## config.mk

```make
export PLATFORM = sky130hd
export DESIGN_NAME = pipe_hazard_ctrl
export DESIGN_NICKNAME = d
export VERILOG_FILES = /design/src/rtl/pipe_hazard_ctrl_pkg.sv /design/src/rtl/pipe_hazard_ctrl_fwd_unit.sv /design/src/rtl/pipe_hazard_ctrl.sv
export SDC_FILE = /design/constraint.sdc
export NUM_CORES = 1
export LEC_CHECK = 0
export CAP_MARGIN = 10
export CORE_UTILIZATION = 47
export DETAILED_ROUTE_END_ITERATION = 8
export PLACE_DENSITY = 0.85
export SYNTH_ARGS = -nofsm -noshare
export SYNTH_HDL_FRONTEND = slang
export SYNTH_SLANG_ARGS = --single-unit
export TNS_END_PERCENT = 30
```

## constraint.sdc

```tcl
create_clock -name clk -period 3.2 [get_ports clk]
set_clock_uncertainty 0.2 [all_clocks]
set_input_delay 0.64 -clock clk [delete_from_list [all_inputs] [get_ports clk]]
set_output_delay 0.64 -clock clk [all_outputs]
set_load 0.005 [all_outputs]
```

## src/rtl/pipe_hazard_ctrl_pkg.sv

```systemverilog
`default_nettype none
// ============================================================================
// Module      : pipe_hazard_ctrl_pkg
// Description : Shared pipeline definitions for the hazard controller:
//               FSM state encoding, forwarding-select encodings and a small
//               helper that decides whether a write-back stage can forward.
// Revision    : 1.0 - initial release
// ============================================================================
package pipe_hazard_ctrl_pkg;

    typedef enum logic [1:0] {
        ST_RUN      = 2'd0,
        ST_LU_STALL = 2'd1,
        ST_MEM_WAIT = 2'd2,
        ST_ERROR    = 2'd3
    } state_e;

    localparam logic [1:0] FWD_RF    = 2'b00;
    localparam logic [1:0] FWD_EXMEM = 2'b01;
    localparam logic [1:0] FWD_MEMWB = 2'b10;

    localparam logic [4:0] REG_ZERO  = 5'd0;

    // A stage can supply an operand only if it writes a real register
    // (x0 is hard-wired to zero and must never be forwarded).
    function automatic logic wb_hit(input logic       wen,
                                    input logic [4:0] rd,
                                    input logic [4:0] rs);
        return wen && (rd != REG_ZERO) && (rd == rs);
    endfunction

endpackage
`default_nettype wire

```

## src/rtl/pipe_hazard_ctrl_fwd_unit.sv

```systemverilog
`default_nettype none
// ============================================================================
// Module      : fwd_unit
// Description : Operand forwarding select for one ALU source. The youngest
//               producer (EX/MEM) wins over the older one (MEM/WB).
// Ports       : rs_ex_i        - source register held in ID/EX
//               rd_exmem_i     - EX/MEM destination, regwen_exmem_i its enable
//               rd_memwb_i     - MEM/WB destination, regwen_memwb_i its enable
//               fwd_o          - FWD_RF / FWD_EXMEM / FWD_MEMWB
// Revision    : 1.0 - initial release
// ============================================================================
module fwd_unit
    import pipe_hazard_ctrl_pkg::*;
(
    input  logic [4:0] rs_ex_i,
    input  logic [4:0] rd_exmem_i,
    input  logic       regwen_exmem_i,
    input  logic [4:0] rd_memwb_i,
    input  logic       regwen_memwb_i,
    output logic [1:0] fwd_o
);

    always_comb begin
        fwd_o = FWD_RF;
        if (wb_hit(regwen_exmem_i, rd_exmem_i, rs_ex_i)) begin
            fwd_o = FWD_EXMEM;
        end else if (wb_hit(regwen_memwb_i, rd_memwb_i, rs_ex_i)) begin
            fwd_o = FWD_MEMWB;
        end
    end

endmodule
`default_nettype wire

```

## src/rtl/pipe_hazard_ctrl.sv

```systemverilog
`default_nettype none
// ============================================================================
// Module      : pipe_hazard_ctrl
// Description : Hazard controller for a 5-stage pipeline. Generates stage
//               enables/flushes for load-use stalls, taken branches and data
//               memory wait states, detects memory timeouts, selects ALU
//               operand forwarding and counts stalled cycles.
// Ports       : clk, rst_n             - pipeline clock (state on negedge),
//                                        async active-low reset
//               rs*_id, rs*_used_id    - sources of the ID instruction
//               rs*_ex                 - sources held in ID/EX
//               rd_idex/exmem/memwb    - stage destinations
//               ld_idex                - ID/EX holds a load
//               regwen_exmem/memwb     - stage write enables
//               br_taken_ex            - branch/jump taken in EX
//               mem_busy               - data memory not ready
//               pc_en..exmem_en        - stage register load enables
//               ifid_flush/idex_flush  - insert bubble
//               fwd_a/fwd_b            - operand forwarding selects
//               mem_timeout            - sticky timeout error
//               stall_cycles           - saturating stalled-cycle count
// Revision    : 1.0 - initial release
// ============================================================================
module pipe_hazard_ctrl
    import pipe_hazard_ctrl_pkg::*;
#(
    parameter int TIMEOUT = 255
) (
    input  logic        clk,
    input  logic        rst_n,
    input  logic [4:0]  rs1_id,
    input  logic [4:0]  rs2_id,
    input  logic        rs1_used_id,
    input  logic        rs2_used_id,
    input  logic [4:0]  rs1_ex,
    input  logic [4:0]  rs2_ex,
    input  logic [4:0]  rd_idex,
    input  logic [4:0]  rd_exmem,
    input  logic [4:0]  rd_memwb,
    input  logic        ld_idex,
    input  logic        regwen_exmem,
    input  logic        regwen_memwb,
    input  logic        br_taken_ex,
    input  logic        mem_busy,
    output logic        pc_en,
    output logic        ifid_en,
    output logic        idex_en,
    output logic        exmem_en,
    output logic        ifid_flush,
    output logic        idex_flush,
    output logic [1:0]  fwd_a,
    output logic [1:0]  fwd_b,
    output logic        mem_timeout,
    output logic [15:0] stall_cycles
);

    localparam int                WAIT_W   = $clog2(TIMEOUT + 1);
    localparam logic [WAIT_W-1:0] WAIT_MAX = WAIT_W'(TIMEOUT);

    state_e            state_q, state_d;
    logic [WAIT_W-1:0] wait_q, wait_d, wait_inc;
    logic [15:0]       stall_q, stall_d;

    logic pc_en_c, ifid_en_c, idex_en_c, exmem_en_c;
    logic ifid_flush_c, idex_flush_c, timeout_c;
    logic lu_hazard;
    logic [1:0] fwd_a_c, fwd_b_c;

    assign lu_hazard = ld_idex && (rd_idex != REG_ZERO) &&
                       ((rs1_used_id && (rs1_id == rd_idex)) ||
                        (rs2_used_id && (rs2_id == rd_idex)));

    always_comb begin
        state_d      = state_q;
        wait_d       = wait_q;
        wait_inc     = wait_q + WAIT_W'(1);
        pc_en_c      = 1'b1;
        ifid_en_c    = 1'b1;
        idex_en_c    = 1'b1;
        exmem_en_c   = 1'b1;
        ifid_flush_c = 1'b0;
        idex_flush_c = 1'b0;
        timeout_c    = 1'b0;

        case (state_q)
            ST_ERROR: begin
                pc_en_c    = 1'b0;
                ifid_en_c  = 1'b0;
                idex_en_c  = 1'b0;
                exmem_en_c = 1'b0;
                timeout_c  = 1'b1;
            end
            // RUN, LU_STALL and MEM_WAIT share one event priority; they only
            // differ in wait counting and whether a new bubble is allowed.
            default: begin
                if (mem_busy) begin
                    pc_en_c    = 1'b0;
                    ifid_en_c  = 1'b0;
                    idex_en_c  = 1'b0;
                    exmem_en_c = 1'b0;
                    if (state_q == ST_MEM_WAIT) begin
                        wait_d  = wait_inc;
                        state_d = (wait_inc >= WAIT_MAX) ? ST_ERROR : ST_MEM_WAIT;
                    end else begin
                        // The cycle that first sees busy is wait cycle 1.
                        wait_d  = WAIT_W'(1);
                        state_d = ST_MEM_WAIT;
                    end
                end else begin
                    wait_d  = '0;
                    state_d = ST_RUN;
                    if (br_taken_ex) begin
                        ifid_flush_c = 1'b1;
                        idex_flush_c = 1'b1;
                    end else if (lu_hazard && (state_q != ST_LU_STALL)) begin
                        // The hazard seen right after a bubble is the same
                        // instruction pair already separated; no second bubble.
                        pc_en_c      = 1'b0;
                        ifid_en_c    = 1'b0;
                        idex_flush_c = 1'b1;
                        state_d      = ST_LU_STALL;
                    end
                end
            end
        endcase
    end

    assign stall_d = (!pc_en_c && (stall_q != 16'hFFFF)) ? stall_q + 16'd1 : stall_q;

    always_ff @(negedge clk or negedge rst_n) begin
        if (!rst_n) begin
            state_q <= ST_RUN;
            wait_q  <= '0;
            stall_q <= '0;
        end else begin
            state_q <= state_d;
            wait_q  <= wait_d;
            stall_q <= stall_d;
        end
    end

    fwd_unit u_fwd_a (
        .rs_ex_i        (rs1_ex),
        .rd_exmem_i     (rd_exmem),
        .regwen_exmem_i (regwen_exmem),
        .rd_memwb_i     (rd_memwb),
        .regwen_memwb_i (regwen_memwb),
        .fwd_o          (fwd_a_c)
    );

    fwd_unit u_fwd_b (
        .rs_ex_i        (rs2_ex),
        .rd_exmem_i     (rd_exmem),
        .regwen_exmem_i (regwen_exmem),
        .rd_memwb_i     (rd_memwb),
        .regwen_memwb_i (regwen_memwb),
        .fwd_o          (fwd_b_c)
    );

    // While reset is held the pipeline is frozen and filled with bubbles.
    assign pc_en        = rst_n & pc_en_c;
    assign ifid_en      = rst_n & ifid_en_c;
    assign idex_en      = rst_n & idex_en_c;
    assign exmem_en     = rst_n & exmem_en_c;
    assign ifid_flush   = ~rst_n | ifid_flush_c;
    assign idex_flush   = ~rst_n | idex_flush_c;
    assign fwd_a        = rst_n ? fwd_a_c : FWD_RF;
    assign fwd_b        = rst_n ? fwd_b_c : FWD_RF;
    assign mem_timeout  = rst_n & timeout_c;
    assign stall_cycles = stall_q;

endmodule
`default_nettype wire

```

==> After elaboration in Yosys (flattened, before gate mapping) <==
Cells that the tools add are included.
Widths: inputs -> output; s select.
{ "totals": {"inputBits": 44, "ff_bits": 26, "output_inout_bits": 27} }
{ "op_classes": {"n_mux": 27, "n_lt_le_gt_ge": 1, "reduce_logical": 17, "bitwise": 6, "n_eq_ne": 10, "add_sub_neg": 2} }
{ "op_table": {"columns": ["operator", "count"], "rows": [
  ["$eq 5x5->1", 6],
  ["$mux 1", 18],
  ["$add 16x1->16 const B", 1],
  ["$mux 8", 2],
  ["$ne 16x16->1 const B", 1],
  ["$reduce_bool 5->1", 3],
  ["$mux 2", 7],
  ["$logic_and 1x1->1", 12],
  ["$add 8x1->8 const B", 1],
  ["$ge 8x8->1 const B", 1],
  ["$eq 2x2->1 const B", 2],
  ["$and 1x1->1", 3],
  ["$ne 2x1->1 const B", 1],
  ["$or 1x1->1", 2],
  ["$logic_not 1->1", 1],
  ["$logic_or 1x1->1", 1],
  ["$not 1->1", 1]
]} }

==> Longest topological paths before layout <==
Gate-level depths: netlist of the first run.
{ "depth": {"word_depth": 11, "mapped_depth": 7, "depth_no_buf": 7} }

==> Hierarchy <==
A second synthesis of the first run with hierarchy kept.
{ "unflattened": {"cells_unflattened": 207, "area_unflattened_um2": 1868.0} }
{ "modules_own_cells": {"columns": ["mod", "n_inst", "cells_per_inst", "area_per_inst_um2"], "rows": [
  ["pipe_hazard_ctrl", 1, 167, 1565.3],
  ["fwd_unit", 2, 20, 151.4]
]} }

==> impl_metrics.csv, run 1 <==
group,metric,value,unit
logic_synthesis,synthCells,197,
logic_synthesis,yosysTopAreaCell,"dfrtn_1",
power,clockPowerShare,22.9,%
status,run_status,"complete, but fails checks",
logic_synthesis,synth_enable_flop_cells,0,
power,ir_worst_vdd,0.000470,V
clocking,cts_root_buf,"clkbuf_8",
logic_synthesis,seq_area_frac_synth,35.8,%
critical_path,end_kind,"flop",
flow_run,cap_violations,0,
power,internal_power,837,uW
routing,wl_per_cell,16.2,um
critical_path,required,1520,ps
logic_synthesis,synthTopCellsByArea,"dfrtn_1 (36%), xor2_1 (14%), xnor2_1 (9.2%)",
routing,drt_iter0_markers,76,
clocking,htree_levels,1,
floorplan,initial_core_util,49.3,%
logic_synthesis,netlist.area_leader.share,35.8,%
grt,grt_antenna_before_repair,0,
power,p_leak,1.48,nW
place,dp_hpwl,4050,um
floorplan,die_x,64.2,um
status,failed_checks,"setup timing",
routing,postRouteAntennaNets,0,
routing,first_pass_iters,4,
logic_synthesis,syn_avg_cell_area,9.22,um2
sta,relSlewSlack,76.0,%
hold_path,hp-class,"reg2reg",
sta,whs,330,ps
power,power_density,383,mW/mm2
clocking,clock-sinks,26,
critical_path,arrival,2240,ps
layout,syn2layout_area_growth,73.3,%
critical_path,cp-start-kind,"input pin",
logic_synthesis,ys_seq_elements,26,
place,gp_congestion,0.902,
floorplan,core,0.00369,mm2
layout,final_area,0.00315,mm2
routing,wl,6030,um
logic_synthesis,yosysUniqueCellTypes,40,
logic_synthesis,synth_most_common_cell,"xor2_1",
critical_path,slowest_delay,510,ps
grt,grt_first_pass_wirelength,9320,um
logic_synthesis,synth_common_cells,"xor2_1 (30), dfrtn_1 (26), nand2_1 (22)",
floorplan,chipHeight,64.2,um
grt,grt_start_max_net_pins,18,
critical_path,crit_chain,"buf_6, or4_4, o21a_1, nor2b_4, a21oi_4, buf_4, nor4b_4, xor2_1",
sta,worst_pin_slew,359,ps
routing,remaining_drc_errors,0,
power,p_sw,371,uW
clocking,clk_latency,280,ps
layout,n_antenna_cell,0,
critical_path,cpMaxStageDelayCell,"or4_4",
sta,hold_viol,0,
clocking,clk_pin_slew,60,ps
routing,viasPerCell,5.37,
floorplan,die-area,0.00412,mm2
sta,finalSetupViolations,50,
logic_synthesis,synth_ff_type,"dfrtn_1",
logic_synthesis,synth_warnings,0,
sta,rsz0062_at_grt,"true",
sta,final.setup.worst_slack,-715,ps
critical_path,crit_type,"in2reg",
floorplan,rows,22,
power,swShare,30.7,%
place,place_area,0.00292,mm2
power,power_frac_seq,36.3,%
logic_synthesis,async_reset_ff_share,100,%
floorplan,ios,71,
clocking,ctsLongestPathBuffers,2,
sta,drv_slew,0,
power,p_comb_share,40.7,%
critical_path,cp_top_family,"simple AND/OR/NAND/NOR gates",
place,portBuffers,70,
layout,final_nets,372,
grt,grt_pass1_vias,2036,
clocking,cts_hold_buf,0,
clocking,numCtsBuffers,3,
grt,grt.overflow.total,0,
clocking,cts_tree,"done",
critical_path,critPathMaxFanout,7,
grt,grt_usage,29.2,%
layout,drive_above_1_share,37.3,%
logic_synthesis,synth_nets,244,
logic_synthesis,syn_area,0.00182,mm2
routing,num_vias,1997,
critical_path,crit_buf_inv,2,
-- worst paths after layout --
path | end | cells past startpoint | start | slack (ps)
hold reg to reg | wait_q[2] | 2 | wait_q[2] | 330
min in group asynchronous | wait_q[3] | 2 | rst_n | 2050
max in group asynchronous | stall_cycles[0] | 3 | rst_n | 260
setup reg to reg | stall_cycles[13] | 9 | stall_cycles[0] | 440
setup / recovery | stall_cycles[6] | 8 | rd_idex[2] | -720
hold / removal | wait_q[2] | 2 | wait_q[2] | 330
-- cell type report --
cell class | count | area (um2)
fillers | 203 | 539
repair buffers | 128 | 1070
clock buffers | 3 | 41.3
clock inverters | 1 | 30.0
well taps | 48 | 60.1
multi-input cells | 161 | 1280
flip-flops and latches | 26 | 651
inverters | 5 | 18.8
-- routing by layer --
layer,vias to the layer above,wire length [um],track usage (%)
met3,18,300,4.64
met1,958,2440,33.3
met2,80,3130,55.1
met4,0,165,9.17
met5,-,0,0
li1,941,-,-
-- repair_timing --
item / CTS / global route
pin swaps: 19 / 17
gates cloned: 0 / 0
setup buffers: 7 / 4
endpoints found under the setup margin: 51 / 51
resized for setup: 148 / 21
-- cell families (layout without fill, tap and decap cells) --
| logic type | Yosys count | after routing | share of synthesized area (%) |
|---|---|---|---|
| AND/OR/NAND/NOR | 84 | 84 | 25.4 |
| adder cells (fa/ha/maj) | 3 | 3 | 2.07 |
| XOR/XNOR | 49 | 49 | 23.6 |
| AO/OA/AOI/OAI | 23 | 23 | 8.47 |
| buffers and inverters | 10 | 137 | 2.96 |
| multiplexers | 2 | 2 | 1.65 |
| flip-flops | 26 | 26 | 35.8 |
-- power groups by stage --
stage	clock [mW]	combinational [mW]	sequential [mW]
floorplan	0	0.147	0.467
global placement	0	0.494	0.440
detailed placement	0	0.509	0.441
CTS	0.278	0.475	0.436
global route	0.295	0.525	0.445
finish	0.277	0.492	0.438
-- cell usage in the layout, fill, tap and decap left out, types with 4 or more instances in the layout --
cell type / count
dlymetal6s2s_1: 8
clkdlybuf4s50_1: 30
nand4_1: 5
nand2_1: 21
nand3_1: 10
xor2_1: 30
and3_1: 5
buf_2: 23
nor3_2: 5
buf_6: 9
dlygate4sd2_1: 4
o21ai_0: 10
dfrtn_1: 26
xnor2_1: 18
inv_1: 5
buf_4: 52
-- state kept, by name (all words and copies together) (netlist names) --
register      count
wait_q            8
stall_cycles     16
state_q           2
-- per-stage QoR --
step | total power, mW | util (%) | std cells | setup slack, ps | setup TNS [ps]
6_report | 1.21 | 85.4 | 372 | -715 | -18740
5_1_grt | 1.26 | 85.4 | 372 | -775 | -21030
4_1_cts | 1.19 | 82.5 | 369 | -766 | -18720
3_5_place_dp | 0.949 | 79.0 | 359 | -1370 | -36020
3_3_place_gp | 0.935 | 79.0 | 359 | -1330 | -34410
2_1_floorplan | 0.614 | - | 197 | -769 | -13530
-- worst reg2reg max path, cell delays in order (launching register included) --
cell,delay [ps]
dfrtn_1,420
buf_4,120
ha_1,180
nand4_1,210
or2_2,410
nor3_1,210
buf_4,280
or3_1,360
nor3_2,90
xnor2_1,130
Power figures use the tool's default switching activity.
==> run 2, diff against run 1 <==
--- a/config.mk
+++ b/config.mk
@@ -5,10 +5,10 @@
 export SDC_FILE = /design/constraint.sdc
 export NUM_CORES = 1
 export LEC_CHECK = 0
-export CAP_MARGIN = 10
-export CORE_UTILIZATION = 47
+export CAP_MARGIN = 20
+export CORE_UTILIZATION = 44
 export DETAILED_ROUTE_END_ITERATION = 8
-export PLACE_DENSITY = 0.85
+export PLACE_DENSITY = 0.81
 export SYNTH_ARGS = -nofsm -noshare
 export SYNTH_HDL_FRONTEND = slang
 export SYNTH_SLANG_ARGS = --single-unit
==> constraint.sdc (replaced) <==
create_clock -name clk -period 3.7 [get_ports clk]
set_clock_uncertainty 0.2 [all_clocks]
set_input_delay 0.74 -clock clk [delete_from_list [all_inputs] [get_ports clk]]
set_output_delay 0.74 -clock clk [all_outputs]
set_load 0.005 [all_outputs]
==> impl_metrics.csv, run 2 (same netlist as run 1, synthesis figures left out) <==
group,metric,value,unit
floorplan,initial_core_util,47.8,%
routing,remaining_drc_errors,0,
routing,wl,5700,um
power,internal_power,683,uW
floorplan,core,0.00380,mm2
layout,largest_reg_flops,16,
power,p_leak,1.41,nW
critical_path,r2r-start,"stall_cycles[0]",
floorplan,chipHeight,66.3,um
critical_path,critPathMaxFanout,8,
power,power_frac_seq,37.3,%
place,portBuffers,70,
clocking,htree_levels,1,
place,place_area,0.00288,mm2
sta,relSlewSlack,78.9,%
layout,final_common_cell,"buf_4",
place,dp_hpwl,4100,um
hold_path,min_to,"wait_q[7]",
floorplan,die_x,66.3,um
grt,grt_busiest_layer,"met2",
grt,grt_pass1_vias,1916,
critical_path,cp-start-kind,"input pin",
hold_path,hp-start,"wait_q[7]",
grt,grt_first_pass_wirelength,8830,um
layout,final_nets,364,
power,power_density,329,mW/mm2
status,run_status,"complete, but fails checks",
clocking,cts_root_buf,"clkbuf_8",
clocking,cts_tree,"done",
routing,num_vias,1912,
power,p_comb_share,44.0,%
routing,first_pass_iters,4,
clocking,numCtsBuffers,3,
floorplan,rows,22,
flow_run,cap_violations,0,
power,p_total,1.01,mW
routing,viasPerCell,5.25,
grt,grt_antenna_before_repair,0,
power,ir_worst_vdd,0.000385,V
routing,postRouteAntennaNets,0,
critical_path,rr_endpoint,"stall_cycles[11]",
hold_path,holdPathStages,2,
floorplan,ios,71,
layout,final_area,0.00306,mm2
sta,drv_slew,0,
sta,worst_pin_slew,314,ps
power,swShare,32.4,%
clocking,cts_hold_buf,0,
hold_path,hp-class,"reg2reg",
place,dp_cells,354,
layout,fill_cells,237,
clocking,ctsLongestPathBuffers,2,
sta,final.setup.worst_slack,-658,ps
routing,wl_per_cell,15.7,um
grt,grt_use_met2,48.5,%
clocking,clk_latency,280,ps
sta,hold_viol,0,
routing,drt_iter0_markers,103,
grt,met3_usage,3.45,%
sta,finalSetupViolations,24,
power,p_sw,326,uW
clocking,clock-sinks,26,
layout,syn2layout_area_growth,68.7,%
critical_path,end_kind,"flop",
layout,utilization,80.7,%
critical_path,r2r_cells,9,
layout,drive_above_1_share,34.2,%
grt,grt_util_met1,33.1,%
grt,grt_start_max_net_pins,24,
grt,grt.overflow.total,0,
critical_path,ff2ff_setup_slack,760,ps
grt,grt_usage,26.3,%
clocking,clk_pin_slew,60,ps
layout,final_cell_mix,"buf_4 (41), clkdlybuf4s50_1 (31), xor2_1 (30)",
power,clockPowerShare,18.6,%
layout,stdcell_count,364,
critical_path,crit_type,"in2reg",
floorplan,die-area,0.00439,mm2
place,gp_congestion,0.871,
critical_path,required,1770,ps
critical_path,arrival,2430,ps
status,failed_checks,"setup timing",
layout,n_antenna_cell,0,
sta,rsz0062_at_grt,"true",
==> run 2: cell types whose count changed in the layout (fill, tap and decap cells not counted), sizes merged <==
| cell | before | now |
|---|---|---|
| clkbuf | 3 | 16 |
| bufinv | 1 | 0 |
| dlygate4sd2 | 4 | 10 |
| clkdlybuf4s15 | 1 | 0 |
| clkdlybuf4s50 | 30 | 31 |
| buf | 85 | 64 |
| dlymetal6s2s | 8 | 3 |
==> run 2: what timing repair did <==
item	CTS	global route
endpoints found under the setup margin	49	39
resized for setup	124	26
pin swaps	19	5
buffers inserted	4	3
hold endpoints to repair	0	0
cloned	0	0
==> run 2: routing by layer <==
metal  share of wire [%]  vias to the layer above
li1                    -                      928
met2                  51                       53
met1                  44                      927
met4                0.56                        0
met3                 4.2                        4
met5                   0                        -
==> run 2: layout make-up <==
cell class                      count  area, um2  area share, %
Timing Repair Buffer              120       1010           32.8
Clock buffer                        4       55.1           1.80
Sequential cell                    26        651           21.2
Tap cell                           48       60.1           1.96
Multi-Input combinational cell    161       1270           41.6
Inverter                            5       18.8          0.612
==> run 2: worst max-delay path: stages <==
cell and delay, ps:
buf_6 90, or4_4 510, o21a_1 210, nor2b_4 140, a21oi_4 160, buf_12 150
buf_8 120, buf_6 100, nor3_4 30, xor2_1 170
==> run 2: worst max-delay path by stage <==
| stage | from | end | slack, ps | cells after the start |
|---|---|---|---|---|
| after floorplan | rd_idex[1] | stall_cycles[12] | -620 | 6 |
| after global placement | rd_idex[1] | stall_cycles[6] | -1170 | 8 |
| after detailed placement | rd_idex[1] | stall_cycles[4] | -1180 | 8 |
| after CTS | rs1_id[0] | stall_cycles[6] | -590 | 10 |
| after global routing | rd_idex[3] | stall_cycles[4] | -690 | 10 |
| final | rd_idex[3] | stall_cycles[4] | -660 | 10 |
==> run 2: through the flow <==
step / hold slack (ps) / setup slack, ps / TNS, ps
finish: 306 / -658 / -12220
global route: 312 / -691 / -13240
CTS: 308 / -595 / -12440
detailed placement: 303 / -1180 / -25560
global placement: 277 / -1170 / -25220
floorplan: 234 / -619 / -10180
==> run 2: power groups by stage <==
| stage | Sequential [mW] | Clock, mW | Combinational [mW] |
|---|---|---|---|
| finish | 0.377 | 0.188 | 0.444 |
| global route | 0.381 | 0.199 | 0.477 |
| CTS | 0.376 | 0.188 | 0.434 |
| detailed placement | 0.377 | 0 | 0.451 |
| global placement | 0.380 | 0 | 0.435 |
| floorplan | 0.404 | 0 | 0.127 |
